**config.mk**
```make
export PLATFORM = sky130hd
export DESIGN_NAME = trb_line_packer
export DESIGN_NICKNAME = d
export VERILOG_FILES = /design/src/rtl/trb_pkg.sv /design/src/rtl/trb_line_fifo.sv /design/src/rtl/trb_line_packer.sv
export SDC_FILE = /design/constraint.sdc
export NUM_CORES = 2
export LEC_CHECK = 0
export ABC_AREA = 1
export CAP_MARGIN = 20
export CORE_ASPECT_RATIO = 0.5
export CORE_MARGIN = 10
export CORE_UTILIZATION = 45
export DETAILED_ROUTE_END_ITERATION = 10
export RECOVER_POWER = 25
export SKIP_CTS_REPAIR_TIMING = 1
export SLEW_MARGIN = 20
export SYNTH_ARGS = -nofsm -noshare
export SYNTH_HDL_FRONTEND = slang
export SYNTH_SLANG_ARGS = --single-unit
```
**constraint.sdc**
```tcl
create_clock -name clk -period 4.4 [get_ports clk]
set_input_delay 0.44 -clock clk [delete_from_list [all_inputs] [get_ports clk]]
set_output_delay 0.44 -clock clk [all_outputs]
set_load 0.02 [all_outputs]
```
**src/rtl/trb_pkg.sv**
```systemverilog
// Shared types for the turbo byte-stream to cache-line packer.
package trb_pkg;

    localparam int LINE_BYTES = 64;
    localparam int LINE_W     = LINE_BYTES * 8;
    localparam int ST_LEN     = 128;

    typedef struct packed {
        logic [LINE_W-1:0] data;
        logic              sop;
        logic              eop;
    } trb_line_t;

    typedef enum logic [1:0] {IDLE, FILL, DROP} trb_state_e;

    function automatic logic [LINE_W-1:0] put_byte(input logic [LINE_W-1:0] line,
                                                   input logic [5:0]        lane,
                                                   input logic [7:0]        b);
        logic [LINE_W-1:0] r;
        r = line;
        r[{lane, 3'b000} +: 8] = b;
        return r;
    endfunction

endpackage

```
**src/rtl/trb_line_fifo.sv**
```systemverilog
// Two-entry register FIFO holding completed cache lines; head is always visible.
module trb_line_fifo
    import trb_pkg::*;
(
    input  logic      clk,
    input  logic      rst_n,
    input  logic      push_i,
    input  trb_line_t push_line_i,
    input  logic      pop_i,
    output trb_line_t head_o,
    output logic [1:0] count_o
);

    trb_line_t  mem_q [2];
    logic       wr_q;
    logic       rd_q;
    logic [1:0] count_q;
    logic [1:0] count_d;

    always_comb begin
        count_d = count_q;
        case ({push_i, pop_i})
            2'b10:   count_d = count_q + 2'd1;
            2'b01:   count_d = count_q - 2'd1;
            default: count_d = count_q;
        endcase
    end

    always_ff @(posedge clk or negedge rst_n) begin
        if (!rst_n) begin
            mem_q[0] <= '0;
            mem_q[1] <= '0;
            wr_q     <= 1'b0;
            rd_q     <= 1'b0;
            count_q  <= 2'd0;
        end else begin
            if (push_i) begin
                mem_q[wr_q] <= push_line_i;
                wr_q        <= ~wr_q;
            end
            if (pop_i) begin
                rd_q <= ~rd_q;
            end
            count_q <= count_d;
        end
    end

    assign head_o  = mem_q[rd_q];
    assign count_o = count_q;

endmodule

```
**src/rtl/trb_line_packer.sv**
```systemverilog
// Packs sop/eop-framed turbo bytes into 512-bit lines, checks framing, buffers two lines.
module trb_line_packer
    import trb_pkg::*;
#(
    parameter int FRAME_BYTES = ST_LEN,
    parameter int ADDR_W      = 16
) (
    input  logic              clk,
    input  logic              rst_n,
    input  logic [7:0]        st_data_in,
    input  logic              st_valid_in,
    input  logic              st_sop_in,
    input  logic              st_eop_in,
    output logic              st_ready_out,
    output logic [LINE_W-1:0] line_data,
    output logic              line_valid,
    output logic              line_sop,
    output logic              line_eop,
    output logic [ADDR_W-1:0] line_addr,
    input  logic              line_ready,
    output logic [15:0]       frame_cnt,
    output logic              err_len,
    output logic              err_sop,
    output logic              err_ovf
);

    localparam int               CNT_W    = $clog2(FRAME_BYTES);
    localparam logic [CNT_W-1:0] LAST_IDX = CNT_W'(FRAME_BYTES - 1);

    trb_state_e        state_q, state_d;
    logic [CNT_W-1:0]  cnt_q, cnt_d;
    logic [LINE_W-1:0] asm_q, asm_d;
    logic              first_q, first_d;
    logic [15:0]       frame_cnt_q;
    logic [ADDR_W-1:0] addr_q;
    logic              err_len_q, err_sop_q, err_ovf_q;

    logic [LINE_W-1:0] fresh, filled;
    logic              last_byte, last_lane;
    logic              accept, pop, push;
    logic              frame_inc, set_len, set_sop;
    trb_line_t         push_line, head;
    logic [1:0]        count;

    assign st_ready_out = (count != 2'd2);
    assign accept       = st_valid_in & st_ready_out;
    assign line_valid   = (count != 2'd0);
    assign pop          = line_valid & line_ready;

    always_comb begin
        state_d   = state_q;
        cnt_d     = cnt_q;
        asm_d     = asm_q;
        first_d   = first_q;
        push      = 1'b0;
        push_line = '0;
        frame_inc = 1'b0;
        set_len   = 1'b0;
        set_sop   = 1'b0;
        fresh     = put_byte('0, 6'd0, st_data_in);
        filled    = put_byte(asm_q, cnt_q[5:0], st_data_in);
        last_byte = (cnt_q == LAST_IDX);
        last_lane = (cnt_q[5:0] == 6'd63);
        if (accept) begin
            case (state_q)
                IDLE, DROP: begin
                    if (st_sop_in && st_eop_in) begin
                        // Single-byte frame: always short, emitted as one padded line.
                        push           = 1'b1;
                        push_line.data = fresh;
                        push_line.sop  = 1'b1;
                        push_line.eop  = 1'b1;
                        frame_inc      = 1'b1;
                        set_len        = 1'b1;
                        asm_d          = '0;
                        cnt_d          = '0;
                        state_d        = IDLE;
                    end else if (st_sop_in) begin
                        asm_d   = fresh;
                        cnt_d   = CNT_W'(1);
                        first_d = 1'b1;
                        state_d = FILL;
                    end else if (state_q == DROP && st_eop_in) begin
                        state_d = IDLE;
                    end
                end
                FILL: begin
                    if (st_sop_in) begin
                        // Close the running frame and seed a fresh line with the sop byte.
                        push           = 1'b1;
                        push_line.data = asm_q;
                        push_line.sop  = first_q;
                        push_line.eop  = 1'b1;
                        set_sop        = 1'b1;
                        frame_inc      = 1'b1;
                        asm_d          = fresh;
                        cnt_d          = CNT_W'(1);
                        first_d        = 1'b1;
                    end else begin
                        push           = st_eop_in | last_lane;
                        push_line.data = filled;
                        push_line.sop  = first_q;
                        push_line.eop  = st_eop_in | last_byte;
                        asm_d          = push ? '0 : filled;
                        first_d        = push ? 1'b0 : first_q;
                        cnt_d          = cnt_q + CNT_W'(1);
                        if (st_eop_in) begin
                            frame_inc = 1'b1;
                            set_len   = ~last_byte;
                            cnt_d     = '0;
                            state_d   = IDLE;
                        end else if (last_byte) begin
                            frame_inc = 1'b1;
                            set_len   = 1'b1;
                            cnt_d     = '0;
                            state_d   = DROP;
                        end
                    end
                end
                default: state_d = IDLE;
            endcase
        end
    end

    always_ff @(posedge clk or negedge rst_n) begin
        if (!rst_n) begin
            state_q     <= IDLE;
            cnt_q       <= '0;
            asm_q       <= '0;
            first_q     <= 1'b0;
            frame_cnt_q <= '0;
            addr_q      <= '0;
            err_len_q   <= 1'b0;
            err_sop_q   <= 1'b0;
            err_ovf_q   <= 1'b0;
        end else begin
            state_q     <= state_d;
            cnt_q       <= cnt_d;
            asm_q       <= asm_d;
            first_q     <= first_d;
            frame_cnt_q <= frame_cnt_q + {15'd0, frame_inc};
            addr_q      <= addr_q + {{(ADDR_W-1){1'b0}}, pop};
            err_len_q   <= err_len_q | set_len;
            err_sop_q   <= err_sop_q | set_sop;
            err_ovf_q   <= err_ovf_q | (st_valid_in & ~st_ready_out);
        end
    end

    trb_line_fifo u_fifo (
        .clk         (clk),
        .rst_n       (rst_n),
        .push_i      (push),
        .push_line_i (push_line),
        .pop_i       (pop),
        .head_o      (head),
        .count_o     (count)
    );

    assign line_data = head.data;
    assign line_sop  = line_valid & head.sop;
    assign line_eop  = line_valid & head.eop;
    assign line_addr = addr_q;
    assign frame_cnt = frame_cnt_q;
    assign err_len   = err_len_q;
    assign err_sop   = err_sop_q;
    assign err_ovf   = err_ovf_q;

endmodule

```
After elaboration in Yosys (flattened, before gate mapping)
Cells that the tools add are included.
{"block": "totals", "ff_bits": 1589}
{"block": "op_classes", "add_sub_neg": 6, "magnitude_cmp": 3, "eq_ne": 14, "shifts": 2, "n_mux": 51, "bitwise_logic": 16, "n_reduce_logical": 11}
{"operator": "$mux 514", "count": 6}
{"operator": "$mux 512", "count": 4}
{"operator": "$bwmux 1028", "count": 1}
{"operator": "$pmux 514 s2", "count": 1}
{"operator": "$pmux 512 s2", "count": 1}
{"operator": "$demux 514 s1", "count": 1}
{"operator": "$bwmux 512", "count": 1}
{"operator": "$shift 8x11->512 const A", "count": 1}
{"operator": "$shiftx 8x11->512", "count": 1}
{"operator": "$mux 7", "count": 5}
{"operator": "$add 16x1->16", "count": 2}
{"operator": "$mux 1", "count": 17}
{"operator": "$pmux 7 s2", "count": 1}
{"operator": "$mux 2", "count": 6}
{"operator": "$neg 9->11", "count": 1}
{"operator": "$mux 10", "count": 1}
{"operator": "$ne 3x3->1 const B", "count": 3}
{"operator": "$ne 2x2->1 const B", "count": 4}
{"operator": "$pmux 1 s2", "count": 4}
{"operator": "$pmux 2 s2", "count": 2}
{"operator": "$add 7x1->7 const B", "count": 1}
{"operator": "$eq 7x7->1 const B", "count": 1}
{"operator": "$eq 6x6->1 const B", "count": 1}
{"operator": "$reduce_bool 2->1", "count": 3}
{"operator": "17 further kinds", "count": 34}

Logic depth before layout (Yosys ltp)
{"block": "logic_depth", "word_depth": 7, "mapped_depth": 18, "ltp_nobuf": 18}

Modules after synthesis
Synthesis repeated with hierarchy kept, for this count alone.
{"block": "unflattened", "cells_unflattened": 10914, "area_unflattened_um2": 82857.0}
{"mod": "trb_line_fifo", "instances": 1, "cells_per_inst": 5505, "area_per_inst_um2": 46932.5}
{"mod": "trb_line_packer", "instances": 1, "cells_per_inst": 5409, "area_per_inst_um2": 35924.5}

Least setup slack after synthesis
Ideal clock, no wire load.
{"block": "synth_timing", "path_type": "register to register", "start": "register cnt_q[0]", "end": "register frame_cnt_q[14] (netlist: frame_cnt[14])", "setup_ns": 0.129, "arrival_ns": 3.039, "t_required_ns": 4.271, "path_slack_ns": 1.232, "stages_incl_launch_ff": 19, "n_path_buf": 0, "synth_period_minus_slack_ns": 3.168, "cell_sequence": "dfrtp_1 -> ha_1 -> nand3_1 -> nor2_1 -> nand2_1 -> inv_1 -> nand2_1 -> ha_1 -> nand2_1 -> nand2_1 -> a21oi_1 -> ha_1 -> ha_1 -> nand3_1 -> nor3b_1 -> nand3_1 -> nor3_1 -> nand4_1 -> xnor2_1"}
{"block": "synth_between", "elab_chain_len": 7}
{"element": "from (decl)", "line_no": "trb_line_packer.sv:31", "text": "logic [CNT_W-1:0] cnt_q, cnt_d;"}
{"element": "from (signal assigned)", "line_no": "trb_line_packer.sv:138", "text": "cnt_q <= cnt_d;"}
{"element": "$eq 7x7->1", "line_no": "trb_line_packer.sv:62", "text": "last_byte = (cnt_q == LAST_IDX);"}
{"element": "$mux 1", "line_no": "trb_line_packer.sv:112", "text": "end else if (last_byte) begin"}
{"element": "$mux 1", "line_no": "trb_line_packer.sv:107", "text": "if (st_eop_in) begin"}
{"element": "$mux 1", "line_no": "trb_line_packer.sv:88", "text": "if (st_sop_in) begin"}
{"element": "$pmux 1 s2", "line_no": "trb_line_packer.sv:65", "text": "case (state_q)"}
{"element": "$mux 1", "line_no": "trb_line_packer.sv:64", "text": "if (accept) begin"}
{"element": "$add 16x1->16", "line_no": "trb_line_packer.sv:141", "text": "frame_cnt_q <= frame_cnt_q + {15'd0, frame_inc};"}
{"element": "to (signal assigned)", "line_no": "trb_line_packer.sv:141"}
{"element": "to (decl)", "line_no": "trb_line_packer.sv:34", "text": "logic [15:0] frame_cnt_q;"}
No other way between the ends.
A chain may end at the register's enable or synchronous reset.

Worst setup path in the final report
{"block": "layout_timing", "start": "register u_fifo.rd_q", "end": "output line_data[430]"}
{"block": "layout_between", "elab_chain_len": 4}
{"element": "from (decl)", "line_no": "trb_line_fifo.sv:16", "text": "logic rd_q;"}
{"element": "from (signal assigned)", "line_no": "trb_line_fifo.sv:42", "text": "rd_q <= ~rd_q;"}
{"element": "$not 1->2 (implied by the code)", "line_no": "trb_line_fifo.sv:48", "text": "assign head_o = mem_q[rd_q];"}
{"element": "$mux 514 (implied by the code) (3 in series)", "line_no": "trb_line_fifo.sv:48"}
{"element": "to (decl)", "line_no": "trb_line_packer.sv:15", "text": "output logic [LINE_W-1:0] line_data,"}
No other way between the ends. The select of a mux whose other input is x is not followed.

==> impl_metrics.py <==
metrics = {
    "status": {
        "status": "complete, but fails checks",
        "violations": "max-capacitance violations, max-slew violations",
    },
    "worst_setup_path": {
        "cp_max_fo": 34,
        "path_delay_family": "buffers and inverters",
        "endpoint_kind": "output pin",
        "startpoint_type": "flop",
        "slowest_stage": "clkdlybuf4s50_1",
        "crit_top_cell": "nand2_1",
        "cp.arrival_ns": 3.56,
        "path_buf_inv": 3,
        "crit_chain": "inv_8, buf_4, nand2_1, nand2_1, clkdlybuf4s50_1",
        "required_ns": 3.96,
        "crit_type": "flop to output pin",
        "cpPeakStageDelay_ns": 0.76,
    },
    "placed_design": {
        "place.gp.congestion": 0.934,
        "place.detailed.hpwl_um": 198000,
        "port_buffers": 564,
    },
    "routing": {
        "wl_per_cell_um": 21.7,
        "drt_pass1_iterations": 7,
        "vias": 79586,
        "drtIter0Drc": 9572,
        "routed_via_density": 5.57,
        "antenna_left": 0,
        "drc": 0,
        "route.final.wire_length_um": 311000,
    },
    "yosys": {
        "synth-async-reset-ratio_pct": 100,
        "ys_ff_latch": 1589,
        "avgSynthCellArea_um2": 7.06,
        "synth_ff_type": "dfrtp_1",
        "synth-simple-area-share_pct": 39.9,
        "synth_compound_area_share_pct": 4.39,
        "synth_warnings": 0,
        "synth.area.mux_share_pct": 0,
        "synth_cells": 11603,
        "yosys.cell_types.count": 41,
        "netlist_area_um2": 82000,
        "synthXorXnorAreaFrac_pct": 0.391,
        "synth.net_count": 11627,
        "synth-edff-count": 0,
        "synth_top_family_by_area": "simple AND/OR/NAND/NOR gates",
        "ys_seq_area_share_pct": 48.5,
        "synthAdderAreaFrac_pct": 0.153,
    },
    "floorplanning": {
        "dieWidth_um": 624,
        "start_util_pct": 45.4,
        "ios": 565,
        "num_rows": 110,
        "core-area_um2": 180000,
        "dieArea_um2": 201000,
        "die_height_um": 322,
    },
    "finish": {
        "layout_commonest_cell": "nand2_1",
        "final_nets": 11772,
        "layout_common_cells": "nand2_1, nand3_1, dfrtp_1",
        "syn_to_final_growth_pct": 16.3,
        "drive_gt1_share_pct": 4.54,
    },
    "timing": {
        "slew_headroom_pct": -132,
        "fin_setup_tns_ns": 0,
        "max_slew.worst_pin.slew_ns": 3.47,
        "finClkSkew_ns": 0.0399,
        "rsz0062_at_grt": "no",
        "fmax_ghz": 0.250,
        "setup_viol": 0,
        "min_period_ns": 4.00,
        "final-hold-violation-count": 0,
        "fin_crit_sh_pct": 90.8,
        "slew_viol_final": 93,
    },
    "clock_network": {
        "clk_pin_slew_worst_paths_ns": 0.06,
        "cts_buffers": 160,
        "worstSkewPairLatency_ns": 0.84,
        "htreeDepth": 4,
        "clk_path_buf_depth": 4,
        "cts_root_buffer": "clkbuf_16",
        "cts_tree": "yes",
        "clock_sinks": 1589,
    },
    "power_and_ir_drop": {
        "power_leakage_nw": 50.9,
        "p_total_mw": 43.9,
        "ir_worst_vdd_mv": 0.462,
        "p_per_area_nw_per_um2": 460,
    },
    "job": {
        "maxCapViolations": 1,
    },
    "global_route": {
        "grt_max_degree": 170,
        "overflow": 0,
        "antenna_found_initial": 26,
        "grtUsageTotal_pct": 29.8,
        "grt_pass1_wl_um": 470000,
        "first_global_vias": 73688,
    },
    "min_path": {
        "min_path_type": "input port to flop",
    },
}
[state kept, by name, summed over array words and instances, names as in the netlist]
signal          flops
asm_q             512
cnt_q               7
err_len             1
err_ovf             1
err_sop             1
first_q             1
frame_cnt          16
line_addr          16
state_q             2
u_fifo.count_o      2
u_fifo.mem_q     1028
u_fifo.rd_q         1
u_fifo.wr_q         1
[synth_stat cells (all sizes together) (26+ instances only)]
library cell	count	share of area, %
nor3	26	0.17
buf	232	1.2
dfrtp	1589	49
inv	627	2.9
nand4	135	1.0
xor2	26	0.31
clkbuf	560	2.6
nand2	5991	27
o21ai	31	0.19
nand3	1730	11
o22ai	504	3.8
nor2	87	0.58
[logic make-up (layout without fill, tap and decap cells)]
kind of cell,Yosys count,after routing
AO/OA/AOI/OAI,577,577
buffers and inverters,1420,1680
other,0,9
flip-flops,1589,1589
XOR/XNOR,34,34
adder cells (fa/ha/maj),10,10
AND/OR/NAND/NOR,7973,7973
[final cells by class]
class | count | area (um2)
Fill cell | 17444 | 85100
Sequential cell | 1589 | 39800
Multi-Input combinational cell | 8594 | 36800
Timing Repair Buffer | 775 | 8200
Clock buffer | 231 | 4680
Tap cell | 2408 | 3010
Inverter | 628 | 2410
Clock inverter | 46 | 445
Antenna cell | 9 | 22.5
[worst min-delay path: cells and delay by family]
family | cells | cell delay, ns
buffers and inverters | 1 | 0.40
XOR/XNOR | 1 | 0.07
AND/OR/NAND/NOR | 1 | 0.10
[report_power, final]
part | internal, mW | switching [mW]
registers | 15.3 | 0.502
logic | 2.87 | 11.1
clock network | 7.81 | 6.22
[metal layers]
| metal | wire, um | global-route usage (%) |
|---|---|---|
| met2 | 136000 | 45.1 |
| met3 | 29200 | 7.50 |
| met1 | 135000 | 42.2 |
| met5 | 307 | 0.830 |
| met4 | 9440 | 8.50 |
[stage by stage]
step / instances / area, um2 / utilization [%] / setup slack, ns / hold WS [ns]
3_3_place_gp: 13993 / 90300 / 50.0 / 0.682 / 0.440
6_report: 14280 / 95400 / 52.9 / 0.403 / 0.213
4_1_cts: 14270 / 95400 / 52.9 / 0.405 / -0.418
2_1_floorplan: 11603 / 82000 / - / 1.23 / 0.144
5_1_grt: 14280 / 95400 / 52.9 / 0.249 / 0.222
3_5_place_dp: 13993 / 90300 / 50.0 / 0.707 / 0.443
[worst paths after layout]
path | from | endpoint | slack (ns) | cells after the start
max in group asynchronous | rst_n | asm_q[175] | 0.64 | 3
min in group asynchronous | rst_n | u_fifo.mem_q[406] | 1.24 | 2
min | line_ready | u_fifo.rd_q | 0.21 | 3
max reg2reg | cnt_q[0] | u_fifo.mem_q[908] | 0.49 | 18
max | u_fifo.rd_q | line_data[430] | 0.40 | 5
min reg2reg | u_fifo.mem_q[515] | u_fifo.mem_q[515] | 0.47 | 2
(Power assumes the default switching activity.)
